File: src/rtl/vic20_pkg.sv
// Shared types and constants for the VIC-20 PRG/CRT loader.
package vic20_pkg;

  // Loader sequencing states.
  typedef enum logic [2:0] {
    ST_IDLE,
    ST_LOAD,
    ST_DRAIN,
    ST_INJECT,
    ST_RST
  } loader_state_t;

  // ioctl_index[4:0] value that marks a PRG file (always carries a load address).
  localparam logic [4:0] PRG_INDEX = 5'd1;

  // BASIC pointer patch: eight byte writes, even entries take end_ptr lo, odd take hi.
  localparam int INJ_COUNT = 8;
  localparam logic [INJ_COUNT-1:0][15:0] INJ_ADDR = {
    16'h00AF, 16'h00AE, 16'h0032, 16'h0031,
    16'h0030, 16'h002F, 16'h002E, 16'h002D
  };

  // Address windows served by internal block RAM instead of SDRAM.
  localparam int INT_RANGES = 3;
  localparam logic [INT_RANGES-1:0][15:0] INT_FIRST = {16'h9400, 16'h1000, 16'h0000};
  localparam logic [INT_RANGES-1:0][15:0] INT_LAST  = {16'h97FF, 16'h1FFF, 16'h03FF};

endpackage

File: src/rtl/vic20_wr_skid.sv
// Two-entry write skid: an output register presenting mem_req/addr/data and a
// single holding register behind it. A push that finds both occupied (and no
// ack freeing a slot this cycle) is dropped and reported on drop.
module vic20_wr_skid (
  input  logic        clk_sys,
  input  logic        reset,
  input  logic        push,
  input  logic [15:0] push_addr,
  input  logic [7:0]  push_data,
  output logic        drop,
  output logic        full,
  output logic        empty,
  output logic        mem_req,
  input  logic        mem_ack,
  output logic [15:0] mem_addr,
  output logic [7:0]  mem_data
);

  logic        out_valid_reg, out_valid_next;
  logic [15:0] out_addr_reg,  out_addr_next;
  logic [7:0]  out_data_reg,  out_data_next;
  logic        buf_valid_reg, buf_valid_next;
  logic [15:0] buf_addr_reg,  buf_addr_next;
  logic [7:0]  buf_data_reg,  buf_data_next;
  logic        fire;

  // An ack only counts while a request is actually presented.
  assign fire  = out_valid_reg & mem_ack;
  assign drop  = push & out_valid_reg & buf_valid_reg & ~mem_ack;
  assign full  = buf_valid_reg;
  assign empty = ~out_valid_reg & ~buf_valid_reg;

  assign mem_req  = out_valid_reg;
  assign mem_addr = out_addr_reg;
  assign mem_data = out_data_reg;

  // Retire the acked entry first, then place a new byte in the first free slot.
  always_comb begin
    out_valid_next = out_valid_reg;
    out_addr_next  = out_addr_reg;
    out_data_next  = out_data_reg;
    buf_valid_next = buf_valid_reg;
    buf_addr_next  = buf_addr_reg;
    buf_data_next  = buf_data_reg;
    if (fire) begin
      if (buf_valid_reg) begin
        out_addr_next  = buf_addr_reg;
        out_data_next  = buf_data_reg;
        buf_valid_next = 1'b0;
      end else begin
        out_valid_next = 1'b0;
      end
    end
    if (push && !drop) begin
      if (!out_valid_next) begin
        out_valid_next = 1'b1;
        out_addr_next  = push_addr;
        out_data_next  = push_data;
      end else begin
        buf_valid_next = 1'b1;
        buf_addr_next  = push_addr;
        buf_data_next  = push_data;
      end
    end
  end

  // Register both slots; reset discards anything in flight.
  always_ff @(posedge clk_sys) begin
    if (reset) begin
      out_valid_reg <= 1'b0;
      out_addr_reg  <= '0;
      out_data_reg  <= '0;
      buf_valid_reg <= 1'b0;
      buf_addr_reg  <= '0;
      buf_data_reg  <= '0;
    end else begin
      out_valid_reg <= out_valid_next;
      out_addr_reg  <= out_addr_next;
      out_data_reg  <= out_data_next;
      buf_valid_reg <= buf_valid_next;
      buf_addr_reg  <= buf_addr_next;
      buf_data_reg  <= buf_data_next;
    end
  end

endmodule

File: src/rtl/vic20_prg_loader.sv
// Converts a PRG/CRT download stream into addressed memory writes, patches the
// BASIC end pointers afterwards and requests a CPU reset for $A000 cartridges.
module vic20_prg_loader
  import vic20_pkg::*;
#(
  parameter int          RESET_HOLD = 16,
  parameter logic [15:0] CART_BASE  = 16'hA000
) (
  input  logic        clk_sys,
  input  logic        reset,
  input  logic        ioctl_download,
  input  logic [7:0]  ioctl_index,
  input  logic        ioctl_wr,
  input  logic [15:0] ioctl_addr,
  input  logic [7:0]  ioctl_dout,
  input  logic        hdr_en,
  output logic        mem_req,
  input  logic        mem_ack,
  output logic [15:0] mem_addr,
  output logic [7:0]  mem_data,
  output logic        mem_internal,
  output logic        busy,
  output logic        cpu_reset_req,
  output logic        overrun
);

  loader_state_t state_reg, state_next;

  logic        dl_prev_reg;
  logic        hdr_reg;
  logic [15:0] load_addr_reg;
  logic [15:0] end_ptr_reg;
  logic        data_written_reg;
  logic        cart_flag_reg;
  logic [3:0]  inj_idx_reg;
  logic [15:0] rst_cnt_reg;
  logic        ignore_dl_reg;
  logic        overrun_reg;

  logic        dl_rise, start_load, load_wr, hdr_byte, data_push, accepted;
  logic        inj_done, inj_push, skid_push, skid_drop, skid_full, skid_empty;
  logic        rst_done;
  logic [15:0] data_addr, skid_addr_in;
  logic [7:0]  skid_data_in;
  logic [INT_RANGES-1:0] int_hit;

  assign dl_rise    = ioctl_download & ~dl_prev_reg;
  assign start_load = (state_reg == ST_IDLE) && dl_rise && (ioctl_index != 8'd0);

  // File offsets 0/1 are the load address when a header is present.
  assign load_wr   = (state_reg == ST_LOAD) && ioctl_wr;
  assign hdr_byte  = hdr_reg && (ioctl_addr < 16'd2);
  assign data_addr = hdr_reg ? (load_addr_reg + ioctl_addr - 16'd2) : (CART_BASE + ioctl_addr);
  assign data_push = load_wr && !hdr_byte;
  assign accepted  = data_push && !skid_drop;

  // Injection pushes one entry at a time and only when the holding slot is free.
  assign inj_done = (inj_idx_reg == 4'(INJ_COUNT));
  assign inj_push = (state_reg == ST_INJECT) && !inj_done && !skid_full;
  assign rst_done = (rst_cnt_reg == 16'(RESET_HOLD - 1));

  assign skid_push    = data_push | inj_push;
  assign skid_addr_in = inj_push ? INJ_ADDR[inj_idx_reg[2:0]] : data_addr;
  assign skid_data_in = inj_push ? (inj_idx_reg[0] ? end_ptr_reg[15:8] : end_ptr_reg[7:0])
                                 : ioctl_dout;

  vic20_wr_skid u_skid (
    .clk_sys   (clk_sys),
    .reset     (reset),
    .push      (skid_push),
    .push_addr (skid_addr_in),
    .push_data (skid_data_in),
    .drop      (skid_drop),
    .full      (skid_full),
    .empty     (skid_empty),
    .mem_req   (mem_req),
    .mem_ack   (mem_ack),
    .mem_addr  (mem_addr),
    .mem_data  (mem_data)
  );

  // Internal-memory decode; offset compare avoids a degenerate >= 0 test.
  for (genvar gi = 0; gi < INT_RANGES; gi++) begin : g_int_hit
    assign int_hit[gi] = (16'(mem_addr - INT_FIRST[gi]) <= 16'(INT_LAST[gi] - INT_FIRST[gi]));
  end
  assign mem_internal = mem_req & (|int_hit);
  assign overrun      = overrun_reg;

  // State register.
  always_ff @(posedge clk_sys) begin
    if (reset) state_reg <= ST_IDLE;
    else       state_reg <= state_next;
  end

  // Next-state logic.
  always_comb begin
    state_next = state_reg;
    unique case (state_reg)
      ST_IDLE:   if (start_load) state_next = ST_LOAD;
      ST_LOAD:   if (!ioctl_download) state_next = ST_DRAIN;
      ST_DRAIN:  if (skid_empty) state_next = data_written_reg ? ST_INJECT : ST_IDLE;
      ST_INJECT: if (inj_done && skid_empty) state_next = cart_flag_reg ? ST_RST : ST_IDLE;
      ST_RST:    if (rst_done) state_next = ST_IDLE;
      default:   state_next = ST_IDLE;
    endcase
  end

  // State-decoded outputs; reset request drops in the same cycle reset is seen.
  always_comb begin
    busy          = (state_reg != ST_IDLE);
    cpu_reset_req = (state_reg == ST_RST) && !reset;
  end

  // Header capture, end pointer, flags and counters.
  always_ff @(posedge clk_sys) begin
    if (reset) begin
      dl_prev_reg      <= 1'b0;
      hdr_reg          <= 1'b0;
      load_addr_reg    <= '0;
      end_ptr_reg      <= '0;
      data_written_reg <= 1'b0;
      cart_flag_reg    <= 1'b0;
      inj_idx_reg      <= '0;
      rst_cnt_reg      <= '0;
      ignore_dl_reg    <= 1'b0;
      overrun_reg      <= 1'b0;
    end else begin
      dl_prev_reg <= ioctl_download;

      if (start_load) begin
        hdr_reg          <= (ioctl_index[4:0] == PRG_INDEX) | hdr_en;
        load_addr_reg    <= '0;
        end_ptr_reg      <= '0;
        data_written_reg <= 1'b0;
        cart_flag_reg    <= 1'b0;
      end

      if (load_wr && hdr_byte) begin
        if (ioctl_addr[0]) load_addr_reg[15:8] <= ioctl_dout;
        else               load_addr_reg[7:0]  <= ioctl_dout;
      end

      if (accepted) begin
        end_ptr_reg      <= data_addr + 16'd1;
        data_written_reg <= 1'b1;
        if (data_addr == CART_BASE) cart_flag_reg <= 1'b1;
      end

      if (state_reg != ST_INJECT) inj_idx_reg <= '0;
      else if (inj_push)          inj_idx_reg <= inj_idx_reg + 4'd1;

      if (state_reg == ST_RST) rst_cnt_reg <= rst_cnt_reg + 16'd1;
      else                     rst_cnt_reg <= '0;

      if ((state_reg == ST_RST) && rst_done) cart_flag_reg <= 1'b0;

      // A download that rises while the loader is still finishing is never started.
      if (!ioctl_download)
        ignore_dl_reg <= 1'b0;
      else if (dl_rise && (state_reg == ST_DRAIN || state_reg == ST_INJECT || state_reg == ST_RST))
        ignore_dl_reg <= 1'b1;

      if (skid_drop || (ignore_dl_reg && ioctl_wr)) overrun_reg <= 1'b1;
    end
  end

endmodule

File: config.mk
export PLATFORM = sky130hd
export DESIGN_NAME = vic20_prg_loader
export DESIGN_NICKNAME = d
export VERILOG_FILES = /design/src/rtl/vic20_pkg.sv /design/src/rtl/vic20_wr_skid.sv /design/src/rtl/vic20_prg_loader.sv
export SDC_FILE = /design/constraint.sdc
export NUM_CORES = 1
export LEC_CHECK = 0
export BUFFER_PORTS_ARGS = -buffer_cell sky130_fd_sc_hd__buf_2
export CAP_MARGIN = 25
export CORE_AREA = 2 2 143 145
export DETAILED_ROUTE_END_ITERATION = 7
export DIE_AREA = 0 0 145 147
export PLACE_DENSITY = 0.61
export SYNTH_ARGS = -nofsm -noshare
export SYNTH_HDL_FRONTEND = slang
export SYNTH_SLANG_ARGS = --single-unit
File: constraint.sdc
create_clock -name clk_sys -period 3.2 [get_ports clk_sys]
set_input_delay 0.64 -clock clk_sys [delete_from_list [all_inputs] [get_ports clk_sys]]
set_output_delay 0.64 -clock clk_sys [all_outputs]
set_load 0.03 [all_outputs]
==> results_dict.tcl, run 1 <==
set metrics [dict create \
    placedCellCount 1224 \
    synth_area_leader_cell "dfxtp_1" \
    worstHoldStart "u_skid.buf_addr_reg[13]" \
    clock_path_buffers 2 \
    clkTransAtPathRegs_ns 0.06 \
    final_cells 1259 \
    grt.total_usage_pct 18.0 \
    whs_endpoint "u_skid.buf_addr_reg[13]" \
    hp-class "flip-flop to flip-flop" \
    place.port_buffers 66 \
    place_ws_ns -0.390 \
    end_kind "flip-flop" \
    drive_gt1_share_pct 20.8 \
    synthTopCellsByArea "dfxtp_1 (34%), mux2i_1 (7.1%), ha_1 (7.0%)" \
    synth-seq-cells 116 \
    netlist_instances 856 \
    totalPowerFinal_uw 5190 \
    clk_latency_ns 0.42 \
    cts_tree "done" \
    ios 67 \
    status "complete, no violations" \
    crit_required_ns 3.55 \
    path_class "flip-flop to flip-flop" \
    final_max_slew_viol_count 0 \
    wl_per_cell_um 15.2 \
    max_cap_viol_count 0 \
    core_area_mm2 0.0198 \
    drc 0 \
    place_hpwl_um 14200 \
    placed_area_mm2 0.00791 \
    worstPathMaxFanout 3 \
    power_density_mw_per_mm2 604 \
    grt_pass1_wl_um 30800 \
    worstHoldPathCells 2 \
    worst-slew-pin-transition_ns 0.640 \
    viasPerCell 5.04 \
    synth_fp_nets 933 \
    synth_top_area_share_pct 34.1 \
    rsz0062_at_grt "false" \
    drtIter0Drc 326 \
    finalHoldViolations 0 \
    rr_endpoint "cart_flag_reg" \
    synth_edf_count 0 \
    grt_max_degree 58 \
    nets 1053 \
    routed_wl_um 19100 \
    syn-cell-area_mm2 0.00681 \
    htree_levels 4 \
    worstPathArrival_ns 3.42 \
    antenna_found_initial 0 \
    ir_drop_mv 0.413 \
    ys_seq_area_share_pct 34.1 \
    final_area_mm2 0.00860 \
    grt_pass1_vias 6072 \
    overflow 0 \
    yosys_most_used_dff "dfxtp_1" \
    rrSetupSlack_ns 0.13 \
    ys_async_sr_fraction_pct 0 \
    clock-sinks 116 \
    area_delta_synth_final_pct 26.4 \
    setup_slack_ns 0.129 \
    start_util_pct 34.3 \
    die_y_um 147 \
    r2r_start "load_addr_reg[1]" \
    antenna_cells 0 \
    ant_nets 0 \
    timing.final.crit_share_pct 96.0 \
    cts-buffers-inserted 17 \
    fin_util_pct 43.3 \
    setup_viol 0 \
    synthDistinctLibCells 70 \
    first_pass_iters 5 \
    die_area_mm2 0.0213 \
    cts_hold_repair.buffers 0 \
    via_count 6345 \
    syn-mean-instance-area_um2 7.95 \
    fin_skew_ns 0.00874 \
    row_count 52 \
    fmax_mhz 326 \
    startpoint_type "flip-flop" \
    leakagePower_uw 0.00371 \
    fin_crit_ns 3.07 \
    cts_root_buf "clkbuf_16" \
    ys_warn_count 0 \
    slew_headroom_pct 57.3 \
    die_w_um 145 \
    r2r_cells 15 \
    place.gp.congestion 0.886 \
]
-- logic make-up (layout without fill, tap and decap cells) --
kind of cell | after synthesis | count (layout) | synth area share (%)
and+or+nand+nor | 311 | 311 | 21.8
buffers and inverters | 119 | 252 | 7.08
adders and majority gates | 39 | 39 | 7.28
DFF | 116 | 116 | 34.1
muxes | 51 | 51 | 7.55
xor gates and xnor gates | 31 | 31 | 3.99
AOI/OAI and AO/OA | 189 | 189 | 18.2
-- routing by layer --
| metal | global-route usage, % | wire length, um |
|---|---|---|
| met5 | 0 | 0 |
| met4 | 5.10 | 351 |
| met3 | 3.45 | 699 |
| met2 | 32.4 | 9410 |
| met1 | 22.0 | 8630 |
-- Yosys cell counts, types with 6 or more instances --
library cell / n
a211oi_1: 27
a21o_1: 8
a21oi_1: 73
a22o_1: 6
and2_1: 7
and3_1: 12
clkbuf_1: 37
dfxtp_1: 116
ha_1: 38
inv_1: 71
mux2i_1: 48
nand2_1: 80
nand2b_1: 11
nand3_1: 44
nand4_1: 9
nor2_1: 92
nor3_1: 12
nor4_1: 9
o21a_1: 6
o21ai_0: 22
or3_1: 10
xnor2_1: 13
xor2_1: 18
-- power by group --
group / total (uW) / switching (uW) / internal, uW
combinational: 1440 / 882 / 558
sequential: 1680 / 107 / 1570
clock: 2070 / 738 / 1340
total: 5190 / 1730 / 3470
-- cells in the final DEF, fill, tap and decap left out, types with 4 or more instances in the layout --
cell type and instances:
a211oi_1 27, a21o_1 8, a21oi_1 73, a22o_1 6
a31oi_1 5, and2_1 7, and3_1 12, buf_2 65
buf_4 83, bufinv_16 4, clkbuf_16 17, dfxtp_1 115
ha_1 36, inv_1 69, inv_6 4, mux2i_1 48
nand2_1 80, nand2b_1 11, nand3_1 44, nand4_1 9
nor2_1 92, nor3_1 12, nor3b_1 4, nor4_1 9
o211ai_1 5, o21a_1 6, o21ai_0 22, or3_1 10
xnor2_1 13, xor2_1 18
-- worst max path at each step --
stage	cells past startpoint	slack, ns	start	to
6_report	15	0.13	load_addr_reg[1]	cart_flag_reg
5_1_grt	15	0.004	load_addr_reg[1]	cart_flag_reg
4_1_cts	14	0.04	ioctl_addr[1]	cart_flag_reg
3_5_place_dp	14	-0.39	ioctl_addr[1]	cart_flag_reg
3_3_place_gp	14	-0.33	ioctl_addr[1]	cart_flag_reg
2_1_floorplan	14	-0.13	ioctl_addr[1]	cart_flag_reg
-- through the flow --
| stage | setup TNS (ns) | hold WS (ns) |
|---|---|---|
| floorplan | -0.304 | 0.430 |
| global placement | -3.38 | 0.444 |
| detailed placement | -3.80 | 0.447 |
| CTS | 0 | 0.455 |
| global route | 0 | 0.478 |
| finish | 0 | 0.454 |
-- what timing repair did --
| action | 4_1_cts | 5_1_grt |
|---|---|---|
| setup endpoints to repair | 0 | 10 |
| setup buffers | 0 | 3 |
| gates resized for setup | 0 | 7 |
-- final cells by class --
| class | instances | area (um2) |
|---|---|---|
| Sequential cell | 116 | 2320 |
| Clock buffer | 19 | 443 |
| Multi-Input combinational cell | 621 | 4060 |
| Inverter | 71 | 279 |
| Timing Repair Buffer | 149 | 968 |
| Clock inverter | 13 | 195 |
| Fill cell | 2008 | 11200 |
| Tap cell | 270 | 338 |
-- critical path: stages (launching register included) --
cell and delay, ns:
dfxtp_2 0.32, inv_1 0.06, ha_4 0.26, inv_2 0.04, ha_4 0.15, fa_2 0.35
buf_4 0.14, buf_4 0.12, xor2_1 0.13, mux2i_1 0.17, nand3_1 0.11, nor4_2 0.25
and3_1 0.20, nand4_1 0.08, or4b_1 0.48, o21ai_1 0.13
No activity file was read; power rests on OpenSTA's default activity.
==> run 2, diff against run 1 <==
- GPL_TIMING_DRIVEN: unset -> 0
==> run 2 against run 1 <==
  * Setup slack worse by 0.094 ns
  * Global-route usage up 0.75 points
  * Non-clock buffer count down 20
  * Combinational power about the same
  * Critical path type is now primary input to flip-flop
  * Critical endpoint unchanged
  * Highest routed layer unchanged
==> results_dict.tcl, run 2 (same netlist as run 1, synthesis figures left out) <==
set metrics [dict create \
    status "complete, no violations" \
    start_util_pct 34.3 \
    drtIter0Drc 460 \
    r2r_cells 14 \
    startpoint_type "primary input" \
    first_pass_iters 4 \
    rrSetupSlack_ns 0.05 \
    core_area_mm2 0.0198 \
    nets 1033 \
    clockPowerShare_pct 36.3 \
    drc 0 \
    placedCellCount 1193 \
    fin_crit_ns 3.16 \
    worstHoldStart "u_skid.buf_addr_reg[6]" \
    timing.hold.ws_ns 0.454 \
    cts_tree "done" \
    mostFrequentLayoutCells "dfxtp_1 (115), nor2_1 (91), nand2_1 (80)" \
    grt_pass1_vias 6021 \
    totalPowerFinal_uw 4920 \
    area_delta_synth_final_pct 23.7 \
    die_w_um 145 \
    p_sw_share_pct 35.4 \
    rr_endpoint "cart_flag_reg" \
    overflow 0 \
    clk_latency_ns 0.42 \
    setup_viol 0 \
    cts_hold_repair.buffers 0 \
    die_area_mm2 0.0213 \
    switchingPower_uw 1740 \
    max_cap_viol_count 0 \
    worstPathMaxFanout 3 \
    worstHoldPathCells 2 \
    drive_gt1_share_pct 18.0 \
    place.port_buffers 66 \
    slew_headroom_pct 40.2 \
    row_count 52 \
    routed_wl_um 19800 \
    finalHoldViolations 0 \
    final_max_slew_viol_count 0 \
    hp-class "flip-flop to flip-flop" \
    leakagePower_uw 0.00347 \
    antenna_found_initial 0 \
    grt.total_usage_pct 18.8 \
    crit_required_ns 3.56 \
    viasPerCell 5.16 \
    clock-sinks 116 \
    clock_path_buffers 2 \
    place.gp.congestion 0.859 \
    place_ws_ns -0.708 \
    die_y_um 147 \
    r2r_start "load_addr_reg[1]" \
    grt_max_degree 17 \
    path_class "primary input to flip-flop" \
    worstPathArrival_ns 3.53 \
    antenna_cells 0 \
    cts_root_buf "clkbuf_16" \
    grt_pass1_wl_um 31500 \
    setup_slack_ns 0.0360 \
    ir_drop_mv 0.370 \
    whs_endpoint "u_skid.buf_addr_reg[6]" \
    final_common_cell "dfxtp_1" \
    via_count 6393 \
    pwr-share-comb_pct 29.8 \
    end_kind "flip-flop" \
    rsz0062_at_grt "true" \
    ant_nets 0 \
    fmax_mhz 316 \
    timing.final.crit_share_pct 98.9 \
    worst-slew-pin-transition_ns 0.890 \
    wl_per_cell_um 16.0 \
    seqPwrFrac_pct 33.9 \
    tns_ns 0 \
    power_density_mw_per_mm2 585 \
    ios 67 \
    fin_skew_ns 0.0100 \
    clkTransAtPathRegs_ns 0.06 \
    final_cells 1239 \
    place_hpwl_um 14900 \
    htree_levels 4 \
    internal_power_uw 3180 \
    cts-buffers-inserted 17 \
]
run 2: metal layers:
metal	track usage, %	up-vias	share of wire, %
met3	3.73	30	4.1
li1	-	3196	-
met2	31.0	124	47
met5	0	-	0
met4	6.98	0	2.5
met1	24.4	3043	46
run 2: cell type report:
cell class              instances  area [um2]
multi-input cells             621        4250
fillers                      1999       11400
clock inverters                11         104
well taps                     270         338
inverters                      71         282
repair buffers                 85         477
flip-flops and latches        116        2320
clock buffers                  21         450
plain buffers                  44         199
run 2: timing repair:
action                     4_1_cts  5_1_grt
setup endpoints to repair       10       11
gates resized for setup         13       38
pin swaps                        7       19
buffers inserted                 5       13
hold endpoints to repair         0        0
run 2: worst max path at each step:
stage	end	start	depth (start not counted)
global route	cart_flag_reg	load_addr_reg[1]	14
floorplan	cart_flag_reg	ioctl_addr[1]	14
CTS	cart_flag_reg	ioctl_addr[2]	13
detailed placement	end_ptr_reg[15]	ioctl_addr[1]	14
global placement	end_ptr_reg[15]	ioctl_addr[1]	14
finish	cart_flag_reg	ioctl_addr[1]	15
run 2: power by group through the flow:
| stage | Clock, uW | Sequential [uW] | Combinational [uW] |
|---|---|---|---|
| 6_report | 1790 | 1670 | 1470 |
| 3_5_place_dp | 0 | 1690 | 1350 |
| 2_1_floorplan | 0 | 1830 | 791 |
| 5_1_grt | 1890 | 1680 | 1600 |
| 3_3_place_gp | 0 | 1690 | 1340 |
| 4_1_cts | 1810 | 1660 | 1390 |
run 2: stage by stage:
step	utilization, %	cell area [um2]
after floorplan	-	6850
after global placement	37.9	7520
after detailed placement	37.9	7520
after CTS	41.1	8160
after global routing	42.4	8420
final	42.4	8420
run 2: worst max-delay path, cell delays in order:
cell	delay (ns)
buf_4	0.13
inv_12	0.03
ha_4	0.26
inv_4	0.03
ha_4	0.15
fa_2	0.40
buf_6	0.14
xor2_2	0.15
mux2i_4	0.21
nand3_2	0.12
nor4_4	0.27
and3_4	0.21
nand4_1	0.08
or4b_4	0.56
o21ai_2	0.14
==> run 3, diff against run 2 <==
- CTS_CLUSTER_SIZE: unset -> 8
- SETUP_SLACK_MARGIN: unset -> 0.3
- clock period: 3.2 -> 2.7 ns (I/O delays scaled with it)
==> run 3 against run 2 <==
  * The run now ends with setup timing left
  * Clock skew is 0.00084 ns lower
  * Worst hold slack got worse by 0.059 ns
  * Non-clock buffer count up 48
  * Highest routed layer unchanged
==> results_dict.tcl, run 3 (same netlist as run 1, synthesis figures left out) <==
set metrics [dict create \
    status "complete, but fails checks" \
    failed_checks "setup timing" \
    end_kind "flip-flop" \
    antenna_cells 0 \
    setup_viol 21 \
    drive_gt1_share_pct 36.0 \
    cts_tree "done" \
    cts_root_buf "clkbuf_16" \
    ir_drop_mv 0.500 \
    hp-class "primary input to flip-flop" \
    worstPathMaxFanout 4 \
    slew_headroom_pct 45.5 \
    mostFrequentLayoutCells "dfxtp_1 (101), nor2_1 (79), buf_2 (68)" \
    power_density_mw_per_mm2 674 \
    fin_crit_ns 3.13 \
    place.port_buffers 66 \
    cts-buffers-inserted 17 \
    die_area_mm2 0.0213 \
    placed_area_mm2 0.00763 \
    fmax_mhz 320 \
    row_count 52 \
    antenna_found_initial 0 \
    rsz0062_at_grt "true" \
    core_area_mm2 0.0198 \
    die_y_um 147 \
    path_class "flip-flop to flip-flop" \
    grt_pass1_vias 6556 \
    crit_required_ns 3.06 \
    whs_endpoint "load_addr_reg[9]" \
    die_w_um 145 \
    grt.total_usage_pct 20.1 \
    final_max_slew_viol_count 0 \
    ios 67 \
    wl_per_cell_um 17.1 \
    r2r_start "load_addr_reg[1]" \
    nets 1081 \
    first_pass_iters 5 \
    ant_nets 0 \
    r2r_cells 12 \
    rr_endpoint "cart_flag_reg" \
    start_util_pct 34.3 \
    drtIter0Drc 432 \
    via_count 6810 \
    grt_max_degree 17 \
    area_delta_synth_final_pct 43.3 \
    grt_pass1_wl_um 34100 \
    worstHoldStart "ioctl_dout[1]" \
    worst-slew-pin-transition_ns 0.818 \
    worstPathArrival_ns 3.49 \
    final_area_mm2 0.00976 \
    routed_wl_um 22000 \
    fin_util_pct 49.2 \
    timing.final.crit_share_pct 116 \
    place_hpwl_um 14900 \
    clock_path_buffers 2 \
    clkTransAtPathRegs_ns 0.06 \
    fillers 1825 \
    htree_levels 4 \
    drc 0 \
    final_common_cell "dfxtp_1" \
    startpoint_type "flip-flop" \
    totalPowerFinal_uw 6570 \
    worstHoldPathCells 3 \
    place.gp.congestion 0.882 \
    viasPerCell 5.29 \
    overflow 0 \
    fin_skew_ns 0.00916 \
    max_cap_viol_count 0 \
    leakagePower_uw 0.00391 \
    clock-sinks 116 \
    setup_slack_ns -0.430 \
    clk_latency_ns 0.43 \
    finalHoldViolations 0 \
    rrSetupSlack_ns -0.43 \
]
run 3: area by class of cell:
type / count / area [um2] / area share (%)
Multi-Input combinational cell: 621 / 4970 / 51.0
Sequential cell: 116 / 2340 / 24.0
Timing Repair Buffer: 129 / 878 / 9.00
Clock buffer: 21 / 470 / 4.82
Tap cell: 270 / 338 / 3.46
Buffer: 48 / 319 / 3.27
Inverter: 71 / 282 / 2.89
Clock inverter: 11 / 150 / 1.54
run 3: worst max path at each step:
stage / start / end / slack [ns]
final: load_addr_reg[1] / cart_flag_reg / -0.43
after global routing: load_addr_reg[1] / cart_flag_reg / -0.55
after CTS: load_addr_reg[1] / cart_flag_reg / -0.36
after detailed placement: ioctl_addr[1] / end_ptr_reg[15] / -1.06
after global placement: ioctl_addr[1] / end_ptr_reg[15] / -1.12
after floorplan: ioctl_addr[1] / cart_flag_reg / -0.53
run 3: power by group:
group | leakage (uW) | switching, uW | internal, uW | total (uW)
clock | 0.000300 | 838 | 1530 | 2360
combinational | 0.00266 | 1340 | 896 | 2240
sequential | 0.000946 | 105 | 1870 | 1970
total | 0.00391 | 2280 | 4290 | 6570
run 3: per-stage QoR:
stage / hold slack (ns) / worst slack [ns] / setup TNS (ns) / std cells
2_1_floorplan: 0.430 / -0.533 / -4.30 / 856
4_1_cts: 0.395 / -0.362 / -3.13 / 1260
3_3_place_gp: 0.444 / -1.12 / -24.94 / 1192
6_report: 0.395 / -0.430 / -4.37 / 1287
5_1_grt: 0.403 / -0.547 / -6.73 / 1287
3_5_place_dp: 0.446 / -1.06 / -24.33 / 1193
run 3: critical path: stages (launching register included):
cell and delay [ns]:
dfxtp_2 0.33, inv_2 0.04, ha_4 0.25, inv_2 0.03
ha_4 0.15, fa_2 0.37, a211o_4 0.40, a21boi_4 0.23
nor4b_2 0.08, or3_4 0.36, buf_8 0.14, or4b_4 0.55
o21ai_2 0.13
run 3: what timing repair did:
action	in CTS	in global routing
buffers inserted	35	27
pin swaps	51	66
resized for setup	131	128
endpoints found under the setup margin	75	71
hold buffers	0	0
run 3: routing by layer:
layer / vias to the layer above / global-route usage, % / part of all wire, %
met2: 211 / 33.4 / 49
met4: 0 / 9.41 / 2.9
met3: 42 / 4.01 / 5.5
met5: - / 0 / 0
li1: 3285 / - / -
met1: 3272 / 25.1 / 43
